[src/rtl/mbx_ombx_reader.sv]
// Outbound mailbox reader: fetches a response object word by word from memory
// and presents each word to the system side until it is popped.
module mbx_ombx_reader #(
  parameter bit CfgOmbx = 1'b1
) (
  input  logic        clk_i,
  input  logic        rst_ni,
  input  logic        mbx_read_i,
  input  logic        mbx_clear_i,
  input  logic [31:0] range_base_i,
  input  logic [31:0] range_limit_i,
  input  logic [10:0] object_size_i,
  input  logic        sys_read_pop_i,
  output logic        rd_req_o,
  output logic [31:0] rd_addr_o,
  input  logic        rd_gnt_i,
  input  logic        rd_rvalid_i,
  input  logic [31:0] rd_rdata_i,
  input  logic        rd_err_i,
  output logic [31:0] rdata_o,
  output logic        rdata_valid_o,
  output logic        sys_read_all_o,
  output logic        read_error_o
);

  typedef enum logic [2:0] {
    IDLE  = 3'd0,
    REQ   = 3'd1,
    WAIT  = 3'd2,
    HOLD  = 3'd3,
    DONE  = 3'd4,
    DRAIN = 3'd5
  } state_e;

  state_e      state_q, state_d;
  logic [31:0] rd_ptr_q, rd_ptr_d;
  logic [10:0] remaining_q, remaining_d;
  logic        wrap_q, wrap_d;
  logic [31:0] rdata_q, rdata_d;
  logic        rvalid_q, rvalid_d;
  logic [32:0] ptr_inc;
  logic        range_err, abort;
  logic        req_c, all_c, err_c;

  always_ff @(posedge clk_i or negedge rst_ni) begin
    if (!rst_ni) begin
      state_q     <= IDLE;
      rd_ptr_q    <= '0;
      remaining_q <= '0;
      wrap_q      <= 1'b0;
      rdata_q     <= '0;
      rvalid_q    <= 1'b0;
    end else begin
      state_q     <= state_d;
      rd_ptr_q    <= rd_ptr_d;
      remaining_q <= remaining_d;
      wrap_q      <= wrap_d;
      rdata_q     <= rdata_d;
      rvalid_q    <= rvalid_d;
    end
  end

  always_comb begin
    state_d     = state_q;
    rd_ptr_d    = rd_ptr_q;
    remaining_d = remaining_q;
    wrap_d      = wrap_q;
    rdata_d     = rdata_q;
    rvalid_d    = rvalid_q;
    req_c       = 1'b0;
    all_c       = 1'b0;
    err_c       = 1'b0;
    ptr_inc     = {1'b0, rd_ptr_q} + 33'd4;
    // A pointer that wrapped past 2^32 is out of range no matter the limit.
    range_err   = wrap_q || (rd_ptr_q > range_limit_i);
    // Dropping the read request mid-transfer is handled like an explicit clear.
    abort       = mbx_clear_i ||
                  (!mbx_read_i && (state_q == REQ || state_q == WAIT || state_q == HOLD));

    // The request stays visible during an abort so a same-cycle grant is seen.
    if (state_q == REQ) req_c = !range_err;

    if (abort) begin
      rvalid_d = 1'b0;
      rdata_d  = '0;
      if (state_q == WAIT || (state_q == REQ && req_c && rd_gnt_i)) state_d = DRAIN;
      else                                                          state_d = IDLE;
    end else begin
      unique case (state_q)
        IDLE: begin
          if (mbx_read_i) begin
            if (object_size_i == '0) begin
              all_c   = 1'b1;
              state_d = DONE;
            end else begin
              rd_ptr_d    = range_base_i;
              remaining_d = object_size_i;
              wrap_d      = 1'b0;
              state_d     = REQ;
            end
          end
        end
        REQ: begin
          if (range_err) begin
            err_c   = 1'b1;
            state_d = IDLE;
          end else if (rd_gnt_i) begin
            rd_ptr_d = ptr_inc[31:0];
            wrap_d   = ptr_inc[32];
            state_d  = WAIT;
          end
        end
        WAIT: begin
          if (rd_rvalid_i) begin
            if (rd_err_i) begin
              err_c   = 1'b1;
              state_d = IDLE;
            end else begin
              rdata_d  = rd_rdata_i;
              rvalid_d = 1'b1;
              state_d  = HOLD;
            end
          end
        end
        HOLD: begin
          if (sys_read_pop_i && rvalid_q) begin
            rvalid_d    = 1'b0;
            remaining_d = remaining_q - 11'd1;
            if (remaining_q == 11'd1) begin
              all_c   = 1'b1;
              state_d = DONE;
            end else begin
              state_d = REQ;
            end
          end
        end
        DONE:  if (!mbx_read_i) state_d = IDLE;
        DRAIN: if (rd_rvalid_i) state_d = IDLE;
        default: begin
          err_c   = 1'b1;
          state_d = IDLE;
        end
      endcase
    end

    if (!CfgOmbx) begin
      state_d     = IDLE;
      rd_ptr_d    = '0;
      remaining_d = '0;
      wrap_d      = 1'b0;
      rdata_d     = '0;
      rvalid_d    = 1'b0;
      req_c       = 1'b0;
      all_c       = 1'b0;
      err_c       = 1'b0;
    end
  end

  // Request is decoded from the state register so reset removes it at once.
  assign rd_req_o       = req_c;
  assign rd_addr_o      = rd_ptr_q;
  assign rdata_o        = rdata_q;
  assign rdata_valid_o  = rvalid_q;
  assign sys_read_all_o = all_c;
  assign read_error_o   = err_c;

endmodule

[config.mk]
export PLATFORM = sky130hd
export DESIGN_NAME = mbx_ombx_reader
export DESIGN_NICKNAME = d
export VERILOG_FILES = /design/src/rtl/mbx_ombx_reader.sv
export SDC_FILE = /design/constraint.sdc
export NUM_CORES = 1
export LEC_CHECK = 0
export ABC_CLOCK_PERIOD_IN_PS = 3100
export BUFFER_PORTS_ARGS = -buffer_cell sky130_fd_sc_hd__buf_2
export CAP_MARGIN = 20
export CORE_UTILIZATION = 40
export DETAILED_ROUTE_END_ITERATION = 16
export PLACE_DENSITY = 0.66
export RECOVER_POWER = 25
export REMOVE_ABC_BUFFERS = 1
export SYNTH_ARGS = -nofsm -noshare
export SYNTH_HDL_FRONTEND = slang
export SYNTH_SLANG_ARGS = --single-unit
[constraint.sdc]
create_clock -name clk_i -period 3.1 [get_ports clk_i]
set_input_delay 0.31 -clock clk_i [delete_from_list [all_inputs] [get_ports clk_i]]
set_output_delay 0.31 -clock clk_i [all_outputs]
set_load 0.01 [all_outputs]
-- Word level (Yosys, flattened, before mapping)
Index checks and enable logic that the tools add are counted.
- add/subtract/negate cells: 2
- bitwise operators: 1
- magnitude comparators: 1
- muxes and demuxes: 48
- eq/ne operators: 19
- reduce and logical (&&, ||, !) cells: 24
- operator list (kind ; count):
    32-bit two-way mux ; 8
    32-bit case mux with 2 select lines ; 1
    32-bit by 3-bit adder with 33-bit output (second input constant) ; 1
    11-bit two-way mux ; 3
    3-bit two-way mux ; 11
    32-bit greater-than comparator ; 1
    11-bit case mux with 2 select lines ; 1
    1-bit two-way mux ; 18
    3-bit case mux with 6 select lines ; 1
    3-bit inequality test (second input constant) ; 5
    6-bit AND reduction ; 2
    11-bit by 1-bit == test with 1-bit output (second input constant) ; 1
    11-bit zero test ; 1
    11-bit by 1-bit subtractor with 11-bit output (second input constant) ; 1
    2-bit inequality test (second input constant) ; 4
    2-bit nonzero test ; 4
    3-bit by 2-bit == test with 1-bit output (second input constant) ; 2
    3-bit == test (second input constant) ; 2
    1-bit case mux with 2 select lines ; 3
    1-bit logical OR ; 5
    5-bit AND reduction ; 1
    1-bit logical AND ; 4
    2-bit by 1-bit inequality test with 1-bit output (second input constant) ; 2
    4-bit inequality test (second input constant) ; 1
    11 further kinds ; 12
- flip-flop bits (word level): 80
- bits of input ports: 115
- output and inout bits: 68
- logic and storage cells: 101

-- Depth between registers and ports, before layout
- depth after elaboration: 9
- gate-level depth with buffers: 10
- gate-level depth less buffers: 9

-- Worst setup path after synthesis
No wires, ideal clock.
- kind: reg2out
- from: reg rd_ptr_q[7], in the netlist rd_addr_o[7]
- to: out read_error_o
- slack: 0.681 ns
- required time: 2.790 ns
- path buffers: 1
- stages on the path, launching flop included: 9
- data arrival time: 2.109 ns
- cells stage by stage: dfrtp_1 > ha_1 > nand4_1 > a2111o_1 > o211ai_1 > a22oi_1 > buf_4 > a21oi_1 > o21a_1
- longest elaborated chain between the ends: 5
- RTL lines (element ; line ; source):
    from (decl) ; 36 ; logic [31:0] rd_ptr_q, rd_ptr_d;
    from (signal assigned) ; 55 ; rd_ptr_q <= rd_ptr_d;
    32-bit greater-than comparator ; 75 ; range_err = wrap_q || (rd_ptr_q > range_limit_i);
    1-bit logical OR ; 75 ;
    1-bit two-way mux ; 104 ; if (range_err) begin
    1-bit case mux with 3 select lines ; 89 ; unique case (state_q)
    1-bit two-way mux ; 83 ; if (abort) begin
    to (decl) ; 23 ; output logic read_error_o
Every way passes these cells.

-- Worst setup path in the final report
- from: reg rd_ptr_q[17], in the netlist rd_addr_o[17]
- to: out rd_req_o
- longest elaborated chain between the ends: 4
- RTL lines (element ; line ; source):
    32-bit greater-than comparator ; 75 ;
    1-bit logical OR ; 75 ;
    1-bit zero test ; 81 ; if (state_q == REQ) req_c = !range_err;
    1-bit two-way mux ; 81 ;
    to (decl) ; 14 ; output logic rd_req_o,
Every way passes these cells.

==> results.md <==
| Stage | Quantity | This run |
| --- | --- | --- |
| outcome | Result of the run | completed |
| critical path | CP Depth | 9 |
| global route | Via count of the first global-routing pass | 5234 |
| floorplan | Starting density of the core | 41.6% |
| critical path | Cell count of the worst reg-to-reg path | 10 |
| global route | Global-route wire length before repair | 25500 microns |
| synth | Mean instance size in the synthesized netlist | 8.07 sq um |
| synth | Post-Synthesis Cells | 659 |
| clock tree | Max clock buf depth | 2 |
| pwr | Switching share of power | 42.8% |
| critical path | Worst r2r dst | rd_addr_o[30] |
| critical path | Slowest cell delay on critical path | 0.45 ns |
| placed design | Weighted congestion reported at the end of routability-driven placement | 0.884 |
| sta | Setup violations, final | 0 |
| pwr | Max IR drop VDD | 365 uV |
| clock tree | # clock sinks | 80 |
| floorplan | Core Area | 12800 sq um |
| clock tree | Clock latency at the later pin of the worst-skew pair | 0.34 ns |
| drt | Number of iterations in the first detailed-routing pass | 5 |
| drt | Routed WL per cell | 15.0 microns |
| placed design | Detailed placement HPWL | 11400 microns |
| min path | Class of the worst hold path | input pin to flop |
| critical path | Worst EP required | 2.79 ns |
| critical path | Cell-by-cell listing of the critical path | ha_1 -> a21oi_1 -> o21ai_0 -> a221oi_2 -> nand2_1 -> a22oi_2 -> buf_6 -> and2_1 -> buf_2 |
| drt | DRT antenna net count | 0 |
| synth | Async SR Flop Fraction | 100% |
| sta | Hold violation count in the final report | 0 |
| floorplan | Die X | 117 microns |
| clock tree | CTS tree | done |
| layout | Signed area change from the synthesized netlist to the final layout | 28.9% |
| synth | Number of enable flip-flop cells after synthesis | 0 |
| critical path | Category of the worst setup path launch point | flop |
| sta | Slew of the pin with the lowest slew margin | 1.11 ns |
| sta | Hold slack final | 0.198 ns |
| drt | Count of vias placed by the detailed router | 5505 |
| floorplan | Die Outline Area | 13800 sq um |
| synth | Count of state elements after synthesis | 80 |
| clock tree | Clock edge transition at the registers on the reported setup and hold paths | 0.06 ns |
| pwr | Net switching power | 2.52 mW |
| pwr | Internal power contribution | 3.37 mW |
| drt | Routed Wire Length | 15300 microns |
| critical path | Critical path capture point type | primary output |
| synth | Number of library cell types mapped by synthesis | 66 |
| critical path | Critical R2R Launch | rd_addr_o[9] |
| floorplan | Io pins | 183 |
| clock tree | H-Tree Depth | 3 |
| critical path | CP arrival | 2.66 ns |
| drt | DR iter-0 viols | 397 |
| critical path | Kind of cell adding the most delay to the critical path | compound AO/OA/AOI/OAI gates |
| global route | Pin count of the biggest net entering global routing | 81 |
| job | Number of max-cap violations | 0 |
| sta | Worst rel slew slack | 25.8% |
| clock tree | Root cell of the clock tree | clkbuf_16 |
| sta | F_max | 0.336 GHz |
| layout | Most frequent standard cell in the layout excluding fill and tap cells | buf_2 |
| sta | Period utilisation layout | 96.0% |
| sta | Final critical path time including I/O delays and setup | 2.97 ns |
| critical path | R2r setup slk | 0.21 ns |
| layout | Share of final-layout standard cells stronger than drive strength 1 | 27.3% |
| critical path | Type of the setup path with the least slack | flop to primary output |
| floorplan | Number of placement rows | 41 |
| layout | Area of the multi-input gates | 3020 sq um |
| pwr | Total power draw | 5.88 mW |
| critical path | Critical path destination | rd_req_o |
| sta | Count of pins over their slew limit | 0 |
| sta | Setup repair after global routing missed its margin | false |
| pwr | Part of the total power dissipated in the clock network | 21.4% |
| critical path | Origin of the worst setup path | rd_addr_o[17] |
| critical path | Maximum fanout along the worst path | 10 |
| drt | DRC violation count after routing | 0 |
| synth | Sequential-to-total area share from yosys stat | 37.6% |
| pwr | Ratio of total power to cell area | 858 nW/um^2 |
| pwr | Portion of total power attributed to sequential cells | 32.0% |
| placed design | Post-Place Worst Slack | 0.253 ns |
| layout | Storage element area | 2000 sq um |
| critical path | Sum of buffers and inverters on the critical path | 2 |
| sta | Clock skew after layout | 0.00555 ns |
| layout | Layout Nets | 989 |
| critical path | Slowest library cell on the worst path | dfrtp_2 |
| global route | Global router's overall resource usage | 22.7% |
| pwr | Leakage | 3.30 nW |
| global route | Number of antenna violations at the first check in global routing | 0 |
| pwr | Fraction of power consumed by combinational cells | 46.6% |
| layout | Most frequent cells in the layout | 164 x buf_2, 117 x nand2_1, 79 x dfrtp_1, 63 x o21ai_0, 60 x a21oi_1 |
| floorplan | Vertical die dimension | 117 microns |
| synth | Area of the mapped netlist | 5320 sq um |
| drt | Vias/cell | 5.41 |
| layout | Filler Cells Inserted | 1203 |
| layout | Final standard cell area without fillers | 6860 sq um |
| synth | Most used flip-flop cell after synthesis | dfrtp_1 |
| sta | PnR worst setup slack | 0.125 ns |
| placed design | Cell area after placement | 6460 sq um |
| synth | Total number of yosys warnings | 0 |
| placed design | IO Port Bufs | 182 |
| global route | Overflow after GRT | 0 |
| clock tree | Number of buffers created by CTS | 9 |
## power by group through the flow
stage,Clock (mW),Sequential [mW],Combinational [mW]
final,1.26,1.88,2.74
after global routing,1.33,1.95,3.08
after detailed placement,0,1.89,2.72
after floorplan,0,1.97,1.57
after CTS,1.29,1.88,2.75
after global placement,0,1.87,2.62
## sequential cells by signal (all words and copies together), names as in the netlist
| signal | flops |
|---|---|
| rdata_o | 32 |
| state_q | 3 |
| remaining_q | 11 |
| rd_addr_o | 32 |
| wrap_q | 1 |
| rdata_valid_o | 1 |
## cells by family after synthesis
group	Yosys count	share of synthesized area (%)
AND/OR/NAND/NOR	246	22.5
AO/OA/AOI/OAI	215	24.6
flip-flops	80	37.6
buffers and inverters	79	6.21
adder cells (fa/ha/maj)	35	8.23
multiplexers	3	0.635
XOR/XNOR	1	0.165
## area by class of cell
class,count,area share (%)
clock inverters,6,1.70
repair buffers,203,16.0
multi-input cells,500,44.0
inverters,45,2.46
flip-flops and latches,80,29.2
diodes,1,0.0365
clock buffers,10,3.48
well taps,172,3.14
## worst min-delay path by stage
stage	endpoint	depth (start not counted)	from
3_3_place_gp	rdata_o[22]	2	rdata_o[22]
4_1_cts	rdata_o[29]	3	rd_rdata_i[29]
5_1_grt	rdata_o[19]	3	rd_rdata_i[19]
6_report	rdata_o[4]	3	rd_rdata_i[4]
3_5_place_dp	rdata_o[27]	2	rdata_o[27]
2_1_floorplan	rd_addr_o[0]	0	rst_ni
## per-layer routing
| metal | track usage, % | up-vias | part of all wire, % |
|---|---|---|---|
| met5 | 0 | - | 0 |
| met4 | 7.87 | 0 | 1.3 |
| met3 | 5.98 | 17 | 8.0 |
| met2 | 36.2 | 222 | 45 |
| met1 | 29.7 | 2535 | 45 |
| li1 | - | 2731 | - |
## cell usage after synthesis (all sizes together), types with 4 or more instances
cell type | instances | area [sq um]
a21oi | 65 | 340
a22oi | 8 | 60.1
a31oi | 7 | 43.8
a32oi | 4 | 35.0
and2 | 4 | 25.0
and3 | 7 | 45.1
buf | 13 | 82.6
clkbuf | 21 | 78.8
dfrtp | 80 | 2000
ha | 35 | 438
inv | 45 | 169
nand2 | 119 | 457
nand2b | 4 | 25.0
nand3 | 18 | 90.1
nand4 | 13 | 87.6
nor2 | 38 | 153
nor3 | 19 | 116
nor3b | 4 | 30.0
nor4 | 8 | 80.1
o211ai | 4 | 30.0
o21ai | 83 | 415
o22ai | 9 | 56.3
o31ai | 5 | 37.5
or3 | 4 | 25.0
## stage by stage
stage,std cells,util (%),TNS [ns]
after floorplan,625,-,-19.45
after global placement,995,50.4,0
after detailed placement,996,50.6,0
after CTS,1013,53.5,0
after global routing,1016,53.7,0
final,1017,53.7,0
## what timing repair did
item                                   in CTS  in global routing
resized for setup                           1                  3
pin swaps                                   1                  3
setup endpoints to repair                   2                  1
buffers inserted                            1                  1
hold buffers                                0                  1
endpoints found under the hold margin       0                  5
## worst register-to-register path, stage by stage, from the launching register on
cell and delay [ns]:
dfrtp_1 0.46, ha_1 0.32, nand4_1 0.21, nor2_1 0.07, a221oi_1 0.28, o211ai_1 0.21, buf_4 0.20, a211oi_4 0.56
buf_4 0.28, a21oi_1 0.08, a21oi_1 0.14
(Power assumes the default switching activity.)
